--- src/rtl/tcm_pkg.sv ---
// Shared TCM definitions: bus widths, default depth and response owner encoding.
package tcm_pkg;

   localparam int unsigned TCM_AW    = 14;
   localparam int unsigned TCM_DW    = 32;
   localparam int unsigned TCM_BW    = 4;
   localparam int unsigned TCM_DEPTH = 4096;

   typedef enum logic {
      OWN_A = 1'b0,
      OWN_B = 1'b1
   } owner_e;

endpackage

--- src/rtl/tcm_port_arb_if.sv ---
// Requester A/B and RAM-port signals of the TCM port arbiter.
interface tcm_port_arb_if;
   import tcm_pkg::*;

   logic              a_valid_i;
   logic [TCM_AW-1:0] a_addr_i;
   logic [TCM_DW-1:0] a_data_i;
   logic [TCM_BW-1:0] a_wr_i;
   logic              a_accept_o;
   logic              a_ack_o;
   logic [TCM_DW-1:0] a_data_o;
   logic              a_err_o;

   logic              b_valid_i;
   logic [TCM_AW-1:0] b_addr_i;
   logic [TCM_DW-1:0] b_data_i;
   logic [TCM_BW-1:0] b_wr_i;
   logic              b_accept_o;
   logic              b_ack_o;
   logic [TCM_DW-1:0] b_data_o;
   logic              b_err_o;

   logic [TCM_AW-1:0] ram_addr_o;
   logic [TCM_DW-1:0] ram_data_o;
   logic [TCM_BW-1:0] ram_wr_o;
   logic [TCM_DW-1:0] ram_data_i;

   // Arbiter side.
   modport slave (
      input  a_valid_i, a_addr_i, a_data_i, a_wr_i,
      output a_accept_o, a_ack_o, a_data_o, a_err_o,
      input  b_valid_i, b_addr_i, b_data_i, b_wr_i,
      output b_accept_o, b_ack_o, b_data_o, b_err_o,
      output ram_addr_o, ram_data_o, ram_wr_o,
      input  ram_data_i
   );

   // Requesters and RAM side.
   modport master (
      output a_valid_i, a_addr_i, a_data_i, a_wr_i,
      input  a_accept_o, a_ack_o, a_data_o, a_err_o,
      output b_valid_i, b_addr_i, b_data_i, b_wr_i,
      input  b_accept_o, b_ack_o, b_data_o, b_err_o,
      input  ram_addr_o, ram_data_o, ram_wr_o,
      output ram_data_i
   );

endinterface

--- src/rtl/tcm_arb_pri.sv ---
// A-priority grant with a bounded wait counter that forces B ahead after B_MAX_WAIT refusals.
module tcm_arb_pri #(
   parameter int unsigned B_MAX_WAIT = 4
) (
   input  logic       clk_i,
   input  logic       rst_n_i,
   input  logic       a_valid_i,
   input  logic       b_valid_i,
   output logic [1:0] gnt_o     // [0] = A, [1] = B
);

   localparam logic [7:0] MaxWait = 8'(B_MAX_WAIT);

   logic [7:0] wait_q, wait_d;
   logic       b_force;

   always_comb begin
      gnt_o   = 2'b00;
      wait_d  = wait_q;
      b_force = b_valid_i && (wait_q >= MaxWait);

      if (b_valid_i && (b_force || !a_valid_i)) begin
         gnt_o[1] = 1'b1;
      end else if (a_valid_i) begin
         gnt_o[0] = 1'b1;
      end

      // B is refused only when it is valid and A took the port.
      if (gnt_o[1]) begin
         wait_d = 8'd0;
      end else if (b_valid_i && (wait_q < MaxWait)) begin
         wait_d = wait_q + 8'd1;
      end
   end

   always_ff @(posedge clk_i or negedge rst_n_i) begin
      if (!rst_n_i) begin
         wait_q <= 8'd0;
      end else begin
         wait_q <= wait_d;
      end
   end

endmodule

--- src/rtl/tcm_port_arb.sv ---
// Shares one TCM RAM port between requesters A and B; range-checks and routes read responses.
module tcm_port_arb
   import tcm_pkg::*;
#(
   parameter int unsigned DEPTH      = TCM_DEPTH,
   parameter int unsigned B_MAX_WAIT = 4
) (
   input logic           clk_i,
   input logic           rst_n_i,
   tcm_port_arb_if.slave bus
);

   logic [1:0]        gnt;
   logic              acc_a, acc_b, acc;
   owner_e            sel_owner;
   logic [TCM_AW-1:0] sel_addr;
   logic [TCM_DW-1:0] sel_data;
   logic [TCM_BW-1:0] sel_wr;
   logic              sel_oor;

   logic              rsp_valid_q;
   owner_e            rsp_owner_q;
   logic              rsp_err_q;
   logic [TCM_DW-1:0] rsp_data;
   logic              a_own, b_own;

   tcm_arb_pri #(
      .B_MAX_WAIT (B_MAX_WAIT)
   ) u_arb (
      .clk_i     (clk_i),
      .rst_n_i   (rst_n_i),
      .a_valid_i (bus.a_valid_i),
      .b_valid_i (bus.b_valid_i),
      .gnt_o     (gnt)
   );

   // Nothing may be accepted or driven to the RAM while reset is held.
   assign acc_a = gnt[0] & rst_n_i;
   assign acc_b = gnt[1] & rst_n_i;
   assign acc   = acc_a | acc_b;

   assign bus.a_accept_o = acc_a;
   assign bus.b_accept_o = acc_b;

   always_comb begin
      sel_owner = OWN_A;
      sel_addr  = '0;
      sel_data  = '0;
      sel_wr    = '0;
      if (acc_b) begin
         sel_owner = OWN_B;
         sel_addr  = bus.b_addr_i;
         sel_data  = bus.b_data_i;
         sel_wr    = bus.b_wr_i;
      end else if (acc_a) begin
         sel_addr  = bus.a_addr_i;
         sel_data  = bus.a_data_i;
         sel_wr    = bus.a_wr_i;
      end
      sel_oor = acc && ({18'd0, sel_addr} >= DEPTH);
   end

   // Out-of-range requests keep their address but never write, so they cannot alias.
   assign bus.ram_addr_o = sel_addr;
   assign bus.ram_data_o = sel_data;
   assign bus.ram_wr_o   = sel_oor ? '0 : sel_wr;

   always_ff @(posedge clk_i or negedge rst_n_i) begin
      if (!rst_n_i) begin
         rsp_valid_q <= 1'b0;
         rsp_owner_q <= OWN_A;
         rsp_err_q   <= 1'b0;
      end else begin
         rsp_valid_q <= acc;
         rsp_owner_q <= sel_owner;
         rsp_err_q   <= sel_oor;
      end
   end

   always_comb begin
      rsp_data = rsp_err_q ? '0 : bus.ram_data_i;
      a_own    = rsp_valid_q && (rsp_owner_q == OWN_A);
      b_own    = rsp_valid_q && (rsp_owner_q == OWN_B);
   end

   assign bus.a_ack_o  = a_own;
   assign bus.a_err_o  = a_own & rsp_err_q;
   assign bus.a_data_o = a_own ? rsp_data : '0;
   assign bus.b_ack_o  = b_own;
   assign bus.b_err_o  = b_own & rsp_err_q;
   assign bus.b_data_o = b_own ? rsp_data : '0;

endmodule

--- src/flat_wrapper.sv ---
// flat-port wrapper written by rule: the top's interface ports become plain ports
module tcm_port_arb_flat import tcm_pkg::*;
#(
   parameter int unsigned DEPTH      = TCM_DEPTH,
   parameter int unsigned B_MAX_WAIT = 4
)
  (clk_i, rst_n_i, bus_a_valid_i, bus_a_addr_i, bus_a_data_i, bus_a_wr_i, bus_a_accept_o, bus_a_ack_o, bus_a_data_o, bus_a_err_o, bus_b_valid_i, bus_b_addr_i, bus_b_data_i, bus_b_wr_i, bus_b_accept_o, bus_b_ack_o, bus_b_data_o, bus_b_err_o, bus_ram_addr_o, bus_ram_data_o, bus_ram_wr_o, bus_ram_data_i);
  tcm_port_arb_if bus_i ();
  input logic clk_i;
  input logic rst_n_i;
  input wire logic [$bits(bus_i.a_valid_i)-1:0] bus_a_valid_i;
  input wire logic [$bits(bus_i.a_addr_i)-1:0] bus_a_addr_i;
  input wire logic [$bits(bus_i.a_data_i)-1:0] bus_a_data_i;
  input wire logic [$bits(bus_i.a_wr_i)-1:0] bus_a_wr_i;
  output wire logic [$bits(bus_i.a_accept_o)-1:0] bus_a_accept_o;
  output wire logic [$bits(bus_i.a_ack_o)-1:0] bus_a_ack_o;
  output wire logic [$bits(bus_i.a_data_o)-1:0] bus_a_data_o;
  output wire logic [$bits(bus_i.a_err_o)-1:0] bus_a_err_o;
  input wire logic [$bits(bus_i.b_valid_i)-1:0] bus_b_valid_i;
  input wire logic [$bits(bus_i.b_addr_i)-1:0] bus_b_addr_i;
  input wire logic [$bits(bus_i.b_data_i)-1:0] bus_b_data_i;
  input wire logic [$bits(bus_i.b_wr_i)-1:0] bus_b_wr_i;
  output wire logic [$bits(bus_i.b_accept_o)-1:0] bus_b_accept_o;
  output wire logic [$bits(bus_i.b_ack_o)-1:0] bus_b_ack_o;
  output wire logic [$bits(bus_i.b_data_o)-1:0] bus_b_data_o;
  output wire logic [$bits(bus_i.b_err_o)-1:0] bus_b_err_o;
  output wire logic [$bits(bus_i.ram_addr_o)-1:0] bus_ram_addr_o;
  output wire logic [$bits(bus_i.ram_data_o)-1:0] bus_ram_data_o;
  output wire logic [$bits(bus_i.ram_wr_o)-1:0] bus_ram_wr_o;
  input wire logic [$bits(bus_i.ram_data_i)-1:0] bus_ram_data_i;
  assign bus_i.a_valid_i = bus_a_valid_i;
  assign bus_i.a_addr_i = bus_a_addr_i;
  assign bus_i.a_data_i = bus_a_data_i;
  assign bus_i.a_wr_i = bus_a_wr_i;
  assign bus_a_accept_o = bus_i.a_accept_o;
  assign bus_a_ack_o = bus_i.a_ack_o;
  assign bus_a_data_o = bus_i.a_data_o;
  assign bus_a_err_o = bus_i.a_err_o;
  assign bus_i.b_valid_i = bus_b_valid_i;
  assign bus_i.b_addr_i = bus_b_addr_i;
  assign bus_i.b_data_i = bus_b_data_i;
  assign bus_i.b_wr_i = bus_b_wr_i;
  assign bus_b_accept_o = bus_i.b_accept_o;
  assign bus_b_ack_o = bus_i.b_ack_o;
  assign bus_b_data_o = bus_i.b_data_o;
  assign bus_b_err_o = bus_i.b_err_o;
  assign bus_ram_addr_o = bus_i.ram_addr_o;
  assign bus_ram_data_o = bus_i.ram_data_o;
  assign bus_ram_wr_o = bus_i.ram_wr_o;
  assign bus_i.ram_data_i = bus_ram_data_i;
  tcm_port_arb #(.DEPTH(DEPTH), .B_MAX_WAIT(B_MAX_WAIT)) u_core (.clk_i(clk_i), .rst_n_i(rst_n_i), .bus(bus_i));
endmodule
--- config.mk ---
export PLATFORM = sky130hd
export DESIGN_NAME = tcm_port_arb_flat
export DESIGN_NICKNAME = d
export VERILOG_FILES = /design/src/rtl/tcm_pkg.sv /design/src/rtl/tcm_port_arb_if.sv /design/src/rtl/tcm_arb_pri.sv /design/src/rtl/tcm_port_arb.sv /design/src/flat_wrapper.sv
export SDC_FILE = /design/constraint.sdc
export NUM_CORES = 1
export LEC_CHECK = 0
export ABC_AREA = 1
export BUFFER_PORTS_ARGS = -buffer_cell sky130_fd_sc_hd__buf_2
export CAP_MARGIN = 5
export CORE_AREA = 5 5 97 99
export DETAILED_ROUTE_END_ITERATION = 7
export DIE_AREA = 0 0 102 104
export PLACE_DENSITY = 0.58
export SLEW_MARGIN = 30
export SYNTH_ARGS = -nofsm -noshare
export SYNTH_HDL_FRONTEND = slang
export SYNTH_SLANG_ARGS = --single-unit
--- constraint.sdc ---
create_clock -name clk_i -period 1.22 [get_ports clk_i]
set_clock_uncertainty 0.1 [all_clocks]
set_input_delay 0.061 -clock clk_i [delete_from_list [all_inputs] [get_ports clk_i]]
set_output_delay 0.061 -clock clk_i [all_outputs]
set_load 0.02 [all_outputs]
Yosys cells after proc, flatten, opt, wreduce, memory -nomap -nowiden

Index checks and enable logic that the tools add are counted.

Register bits: 11
Bits of input ports: 136
Logic and storage cells: 39

Add/subtract/negate cells: 1
Order comparisons: 3
Muxes and demuxes: 16
Bitwise gates (word level): 6
Reduce and logical (&&, ||, !) cells: 9

Operator list:

| kind                                                                         | count |
|---|---|
| 32-bit 2-to-1 mux                                                            | 5 |
| 14-bit 2-to-1 mux                                                            | 2 |
| 8-bit 2-to-1 mux                                                             | 2 |
| 14-bit by 13-bit >= comparator with 1-bit output, second input constant      | 1 |
| 4-bit 2-to-1 mux                                                             | 3 |
| 8-bit by 1-bit adder with 8-bit output, second input constant                | 1 |
| 8-bit by 3-bit >= comparator with 1-bit output, second input constant        | 1 |
| 8-bit by 3-bit less-than comparator with 1-bit output, second input constant | 1 |
| 1-bit logical AND                                                            | 6 |
| 1-bit bitwise AND                                                            | 4 |
| 1-bit 2-to-1 mux                                                             | 4 |
| 2-bit nonzero test                                                           | 1 |
| 1-bit logical NOT                                                            | 1 |
| 1-bit logical OR                                                             | 1 |
| 1-bit inverter                                                               | 1 |
| 1-bit OR                                                                     | 1 |

Logic depth before layout (Yosys ltp)

Gate-level depths: netlist (run 1).

Word-level depth: 11
Gate-level depth with buffers: 11

Cells and area by module

From an unflattened synthesis (run 1), not the netlist that was laid out.

Cells, all modules: 251
Area total of the unflattened synthesis: 1759.2 um^2

Modules (own cells, without submodules):

| module       | instances | cells an instance | area an instance (um^2) | seq. area each (um^2) |
|---|---|---|---|---|
| tcm_port_arb | 1         | 210               | 1400.1                  | 75.1 |
| tcm_arb_pri  | 1         | 41                | 359.1                   | 200.2 |

Worst setup path before layout (run 1)

Ideal clock, no wire load.

Kind: register -> output
Start: reg u_core.rsp_owner_q
End: out bus_a_data_o[22]
Arrival time: 1.544 ns
Required time: 1.059 ns
Slack: -0.485 ns
Stages on the path, launching flop included: 5
Path buffers: 1
Path through: dfrtp_1 nor2_1 inv_1 buf_1 nor3_1

Longest elaborated chain between the ends: 3

Ends and longest elaborated chain:

| item                   | RTL line           | RTL |
|---|---|---|
| start, declared        | tcm_port_arb.sv:22 | `owner_e rsp_owner_q;` |
| start signal, assigned | tcm_port_arb.sv:75 | `rsp_owner_q <= sel_owner;` |
| 1-bit inverter         | tcm_port_arb.sv:82 | `a_own = rsp_valid_q && (rsp_owner_q == OWN_A);` |
| 1-bit logical AND      | tcm_port_arb.sv:82 |  |
| named net bus_a_ack_o  | flat_wrapper.sv:16 | `output wire logic [$bits(bus_i.a_ack_o)-1:0] bus_a_ack_o;` |
| 32-bit 2-to-1 mux      | tcm_port_arb.sv:88 | `assign bus.a_data_o = a_own ? rsp_data : '0;` |
| end, declared          | flat_wrapper.sv:17 | `output wire logic [$bits(bus_i.a_data_o)-1:0] bus_a_data_o;` |

The timed path passes the listed nets, and every way through them passes these cells.

Final worst setup path (run 1)

Start: reg u_core.u_arb.wait_q[3]
End: out bus_ram_wr_o[3]

Longest elaborated chain between the ends: 11

Ends and longest elaborated chain:

| item                                               | RTL line           | RTL |
|---|---|---|
| start, declared                                    | tcm_arb_pri.sv:14  | `logic [7:0] wait_q, wait_d;` |
| start signal, assigned                             | tcm_arb_pri.sv:40  | `wait_q <= wait_d;` |
| 8-bit by 3-bit >= comparator with 1-bit output (*) | tcm_arb_pri.sv:20  | `b_force = b_valid_i && (wait_q >= MaxWait);` |
| 1-bit logical AND (*)                              | tcm_arb_pri.sv:20  |  |
| 1-bit logical OR (*)                               | tcm_arb_pri.sv:22  | `if (b_valid_i && (b_force \|\| !a_valid_i)) begin` |
| 1-bit logical AND (*)                              | tcm_arb_pri.sv:22  |  |
| 1-bit 2-to-1 mux                                   | tcm_arb_pri.sv:22  |  |
| 1-bit bitwise AND                                  | tcm_port_arb.sv:38 | `assign acc_a = gnt[0] & rst_n_i;` |
| 14-bit 2-to-1 mux                                  | tcm_port_arb.sv:55 | `end else if (acc_a) begin` |
| 14-bit 2-to-1 mux                                  | tcm_port_arb.sv:50 | `if (acc_b) begin` |
| 14-bit by 13-bit >= comparator with 1-bit output   | tcm_port_arb.sv:60 | `sel_oor = acc && ({18'd0, sel_addr} >= DEPTH);` |
| 1-bit logical AND (*)                              | tcm_port_arb.sv:60 |  |
| named net u_core.sel_oor                           | tcm_port_arb.sv:19 | `logic sel_oor;` |
| 4-bit 2-to-1 mux (*)                               | tcm_port_arb.sv:66 | `assign bus.ram_wr_o = sel_oor ? '0 : sel_wr;` |
| end, declared                                      | flat_wrapper.sv:29 | `output wire logic [$bits(bus_i.ram_wr_o)-1:0] bus_ram_wr_o;` |

The timed path passes the listed nets; every way through them passes the cells marked *.

==> run_results.csv, run 1 <==
group,metric,value,unit
status,status,"finished, violations left",
status,violations,"negative setup slack",
placement,place_ws,-0.384,ns
routing,drc,0,
layout,area_growth,245,%
synthesis,async_flop_share,1.00,
sta,tns,-52.43,ns
grt,grt_pass1_wl,18100,microns
grt,track_usage,0.210,
routing,vias,3455,
pwr,ir_drop,0.000327,V
routing,dr.pass1.iters,4,
critical_path,rr_startpoint,"u_core.u_arb.wait_q[3]$_DFFE_PN0P_",
floorplan,rows,34,
critical_path,critPathLaunch,"u_core.u_arb.wait_q[3]$_DFFE_PN0P_",
routing,wl_per_cell,16.9,microns
sta,slew-limit-headroom,0.810,
floorplan,die-area,10600,sq um
synthesis,yosysUniqueCellTypes,22,
grt,grt_max_degree,21,
sta,rsz0062_at_grt,"yes",
critical_path,cp-end-kind,"output port",
critical_path,critical_path.endpoint,"bus_ram_wr_o[3]",
clocking,numCtsBuffers,3,
pwr,power_density,612,nW/um^2
floorplan,fp.coreArea,8470,sq um
sta,min_period,1.81,ns
critical_path,reg2reg_depth,12,
synthesis,syn_area_per_cell,5.14,sq um
clocking,clk_latency,0.23,ns
synthesis,synth_seq_cells,11,
sta,worst_slew_pin_slew,0.284,ns
sta,finalWorstSetupSlack,-0.586,ns
critical_path,critical_path_arrival,1.65,ns
grt,grt_pass1_vias,3550,
routing,drtAntennaViolNets,0,
critical_path,crit_type,"flip-flop to output port",
placement,hpwl,8150,microns
clocking,clkSlewWorstSetupHoldPaths,0.05,ns
clocking,cts_tree,"yes",
synthesis,ys_warn_count,0,
critical_path,cp.required,1.06,ns
synthesis,synth.area.top_cells,"nand2_1 (30%), nor3_1 (19%), dfrtp_1 (16%), inv_1 (11%), nand2_2 (3.6%)",
critical_path,regToRegEndpoint,"u_core.rsp_err_q$_DFF_PN0_",
synthesis,synthTopCellsByCount,"nand2_1 (139), nor3_1 (64), inv_1 (50), nor2_1 (13), clkbuf_1 (12)",
clocking,htree_levels,1,
synthesis,synth_edf_count,0,
min_path,min_path_type,"primary input to flip-flop",
critical_path,cp_max_fo,6,
layout,n_antenna_cell,0,
grt,antenna_found_initial,0,
routing,wl,12700,microns
synthesis,syn_nets,473,
synthesis,yosys.area.top_type,"nand2_1",
layout,drive_gt1_frac,0.815,
job,max_cap_violations,0,
sta,setup_viol,125,
synthesis,synth_area,1720,sq um
synthesis,ys_seq_area_frac,0.160,
sta,worst_hold_slack,0.0689,ns
critical_path,reg2reg_slack,-0.53,ns
floorplan,die_w,102,microns
floorplan,initial_core_util,0.203,
clocking,clock_path_buffers,2,
clocking,cts-root-buf,"clkbuf_8",
sta,period_share,1.48,
sta,fmax,0.554,GHz
routing,routed_via_density,4.60,
critical_path,critPathLaunchType,"flip-flop",
pwr,p_leak,3.04,nW
placement,io_buffer_count,255,
routing,drt_iter0_markers,73,
grt,grt_overflow,0,
floorplan,die_h,104,microns
synthesis,ys.flop_type,"dfrtp_1",
min_path,holdCritStartpoint,"rst_n_i",
sta,hold_viol,0,
synthesis,synth_most_common_cell,"nand2_1",
floorplan,pin_count,256,
layout,nNetsFinal,782,
pwr,power,3.63,mW
placement,place_congestion,0.806,
clocking,cts.sinks,11,
synthesis,synth_top_area_frac,0.303,
synthesis,synth_cells,335,
sta,slew_violations,0,
-- routing by layer --
layer	global-route usage	part of all wire
met4	0.0684	0.044
met1	0.208	0.31
met5	0	0
met2	0.413	0.55
met3	0.0483	0.095
-- critical path, cell delays in order (launching register included) --
cell     delay, ns
dfrtp_1       0.35
inv_1         0.08
nand2_2       0.06
nor2_2        0.11
nand2_2       0.09
nand2_4       0.13
buf_12        0.13
nand3_4       0.07
nand2_4       0.09
inv_4         0.04
nand2_8       0.10
nor2_4        0.04
buf_6         0.12
-- worst min-delay path by stage --
stage / end / cells after the start
CTS: u_core.rsp_valid_q$_DFF_PN0_ / 3
global route: u_core.rsp_valid_q$_DFF_PN0_ / 3
floorplan: u_core.rsp_err_q$_DFF_PN0_ / 0
global placement: u_core.u_arb.wait_q[7]$_DFFE_PN0P_ / 2
finish: u_core.rsp_valid_q$_DFF_PN0_ / 3
detailed placement: u_core.u_arb.wait_q[7]$_DFFE_PN0P_ / 2
-- through the flow --
step / std cells / util / instance area, sq um
floorplan: 335 / - / 2630
global placement: 713 / 0.498 / 4220
detailed placement: 713 / 0.498 / 4220
CTS: 760 / 0.671 / 5680
global route: 751 / 0.701 / 5930
finish: 751 / 0.701 / 5930
-- report_power, final --
group | internal, mW | switching, mW | total (mW) | leakage, nW
logic | 1.34 | 1.50 | 2.84 | 2.87
clock network | 0.229 | 0.129 | 0.357 | 0.0228
registers | 0.406 | 0.0261 | 0.432 | 0.146
-- sequential cells by signal (all words and copies together), names as in the netlist --
signal               cells
u_core.rsp_err_q         1
u_core.u_arb.wait_q      8
u_core.rsp_owner_q       1
u_core.rsp_valid_q       1
-- kinds of logic (layout without fill, tap and decap cells) --
| family | after synthesis | after routing | share of synthesized area |
|---|---|---|---|
| flip-flops | 11 | 11 | 0.160 |
| adder cells (fa/ha/maj) | 2 | 2 | 0.0145 |
| buffers and inverters | 77 | 385 | 0.203 |
| AO/OA/AOI/OAI | 5 | 5 | 0.0145 |
| AND/OR/NAND/NOR | 240 | 240 | 0.608 |
-- layout by cell type (no fill, tap or decap), types with 5 or more instances in the layout --
cell type / instances
nand2_2: 75
nor2_4: 9
nor3_4: 61
nand2_1: 47
buf_4: 42
buf_16: 5
inv_1: 40
nor2_1: 5
dfrtp_1: 10
nand3_1: 6
inv_2: 7
nand2_4: 27
buf_12: 19
buf_2: 135
buf_6: 120
-- area by class of cell --
| class | instances | area (sq um) |
|---|---|---|
| flip-flops and latches | 11 | 279 |
| fillers | 620 | 2530 |
| repair buffers | 327 | 2970 |
| well taps | 108 | 135 |
| clock buffers | 4 | 45.0 |
| repair inverters | 1 | 11.3 |
| inverters | 53 | 231 |
| multi-input cells | 247 | 2270 |
-- timing repair --
item | CTS | global route
gates cloned | 12 | 3
gates resized for setup | 280 | 121
endpoints found under the hold margin | 11 | 0
hold buffers | 1 | 0
setup endpoints to repair | 124 | 127
buffers inserted | 31 | 9
pin swaps | 34 | 39
Power figures use the tool's default switching activity.
==> run 2: changes to the inputs <==
--- a/config.mk
+++ b/config.mk
@@ -6,7 +6,7 @@
 export NUM_CORES = 1
 export LEC_CHECK = 0
 export ABC_AREA = 1
-export BUFFER_PORTS_ARGS = -buffer_cell sky130_fd_sc_hd__buf_2
+export BUFFER_PORTS_ARGS = -buffer_cell sky130_fd_sc_hd__buf_4
 export CAP_MARGIN = 5
 export CORE_AREA = 5 5 97 99
 export DETAILED_ROUTE_END_ITERATION = 7
==> run 2 against run 1 <==
The run still ends with negative setup slack left; critical path depth unchanged; critical path type unchanged; non-clock buffer count increased by 9; sequential power about the same; largest power group unchanged.
==> run_results.csv, run 2 (same netlist as run 1, synthesis figures left out) <==
group,metric,value,unit
layout,drive_gt1_frac,0.797,
sta,finalWorstSetupSlack,-0.646,ns
layout,nNetsFinal,790,
critical_path,reg2reg_depth,12,
routing,drc,0,
placement,io_buffer_count,255,
layout,largest_reg_flops,8,
sta,slew_violations,0,
sta,setup_viol,122,
routing,vias,3421,
clocking,cts-root-buf,"clkbuf_8",
floorplan,initial_core_util,0.203,
floorplan,rows,34,
sta,min_period,1.87,ns
routing,routed_via_density,4.51,
placement,place_congestion,0.772,
routing,dr.pass1.iters,4,
clocking,htree_levels,1,
clocking,clk_latency,0.24,ns
grt,antenna_found_initial,0,
min_path,holdPathStages,3,
grt,grt_overflow,0,
placement,hpwl,9120,microns
layout,n_antenna_cell,0,
sta,rsz0062_at_grt,"yes",
critical_path,rr_startpoint,"u_core.u_arb.wait_q[2]$_DFFE_PN0P_",
status,violations,"negative setup slack",
layout,final_cell_mix,"buf_4 (161), buf_6 (136), nand2_2 (65)",
clocking,cts.sinks,11,
grt,grt_max_degree,23,
clocking,cts_tree,"yes",
floorplan,die_w,102,microns
layout,area_growth,272,%
grt,grt_pass1_wl,18300,microns
critical_path,cp.required,1.06,ns
status,status,"finished, violations left",
critical_path,reg2reg_slack,-0.48,ns
critical_path,crit_type,"flip-flop to output port",
routing,drt_iter0_markers,87,
pwr,power_density,610,nW/um^2
layout,fill_cells,591,
job,max_cap_violations,0,
critical_path,cp-end-kind,"output port",
floorplan,die_h,104,microns
layout,top_register,"u_core.u_arb.wait_q",
grt,track_usage,0.217,
grt,grt_pass1_vias,3575,
layout,layout_commonest_cell,"buf_4",
routing,wl,12800,microns
pwr,power,3.90,mW
critical_path,cp_max_fo,8,
routing,drtAntennaViolNets,0,
min_path,min_to,"u_core.rsp_valid_q$_DFF_PN0_",
sta,worst_slew_pin_slew,0.204,ns
min_path,min_path_type,"primary input to flip-flop",
pwr,ir_drop,0.000374,V
sta,worst_hold_slack,0.000902,ns
min_path,holdCritStartpoint,"rst_n_i",
clocking,numCtsBuffers,3,
sta,hold_viol,0,
routing,wl_per_cell,16.8,microns
sta,slew-limit-headroom,0.864,
critical_path,regToRegEndpoint,"u_core.rsp_err_q$_DFF_PN0_",
pwr,p_leak,3.22,nW
critical_path,critPathLaunchType,"flip-flop",
floorplan,die-area,10600,sq um
sta,period_share,1.53,
clocking,clock_path_buffers,2,
clocking,clkSlewWorstSetupHoldPaths,0.05,ns
sta,fmax,0.536,GHz
floorplan,pin_count,256,
floorplan,fp.coreArea,8470,sq um
critical_path,critical_path_arrival,1.71,ns
## run 2: cell count changes in the layout (fill, tap and decap cells not counted), sizes merged
cell,before,now
clkbuf,6,8
buf,324,331
clkinv,2,1
## run 2: final cells by class
class | instances | area, sq um | share of cell area
clock buffers | 4 | 45.0 | 0.00704
multi-input cells | 247 | 2170 | 0.339
flip-flops and latches | 11 | 279 | 0.0436
well taps | 108 | 135 | 0.0211
inverters | 53 | 229 | 0.0358
repair buffers | 336 | 3540 | 0.553
## run 2: critical path, stage by stage, from the launching register on
cell and delay (ns):
dfrtp_1 0.38, inv_1 0.07, nand2_2 0.06, nor2_4 0.10, nand2_2 0.08, nand2_4 0.10, buf_12 0.12, nand2_4 0.06
clkinv_8 0.10, clkbuf_16 0.16, nand2_2 0.06, nand2_4 0.05, buf_6 0.11
## run 2: repair_timing
action,in CTS,in global routing
hold endpoints to repair,11,0
pin swaps,62,37
resized for setup,174,84
cloned,7,5
setup buffers,24,7
setup endpoints to repair,124,125
hold buffers,1,0
## run 2: through the flow
step,utilization,cell area (sq um),cells,TNS [ns],worst slack [ns]
after floorplan,-,2630,335,-14.89,-0.248
after global placement,0.579,4900,718,-19.14,-0.341
after detailed placement,0.579,4900,718,-21.14,-0.384
after CTS,0.706,5980,751,-55.58,-0.637
after global routing,0.756,6400,759,-64.68,-0.745
final,0.756,6400,759,-55.81,-0.646
## run 2: power by group
part           internal (mW)  switching, mW  leakage (nW)  total (mW)
clock                  0.230          0.140        0.0228       0.370
sequential             0.405         0.0279         0.146       0.433
combinational           1.59           1.50          3.05        3.10
total                   2.23           1.67          3.22        3.90
## run 2: layer usage
metal	up-vias	global-route usage	part of all wire
li1	1661	-	-
met1	1575	0.217	0.31
met2	173	0.436	0.58
met3	12	0.0530	0.093
met4	0	0.0459	0.013
met5	-	0	0
## run 2: worst max-delay path by stage
| stage | start | to | slack [ns] |
|---|---|---|---|
| after detailed placement | u_core.u_arb.wait_q[4]$_DFFE_PN0P_ | bus_ram_data_o[0] | -0.38 |
| after floorplan | u_core.u_arb.wait_q[7]$_DFFE_PN0P_ | bus_ram_addr_o[0] | -0.25 |
| after CTS | u_core.u_arb.wait_q[7]$_DFFE_PN0P_ | bus_ram_data_o[31] | -0.64 |
| after global placement | u_core.u_arb.wait_q[3]$_DFFE_PN0P_ | bus_ram_data_o[0] | -0.34 |
| after global routing | u_core.u_arb.wait_q[2]$_DFFE_PN0P_ | bus_ram_addr_o[2] | -0.74 |
| final | u_core.u_arb.wait_q[2]$_DFFE_PN0P_ | bus_ram_addr_o[2] | -0.65 |
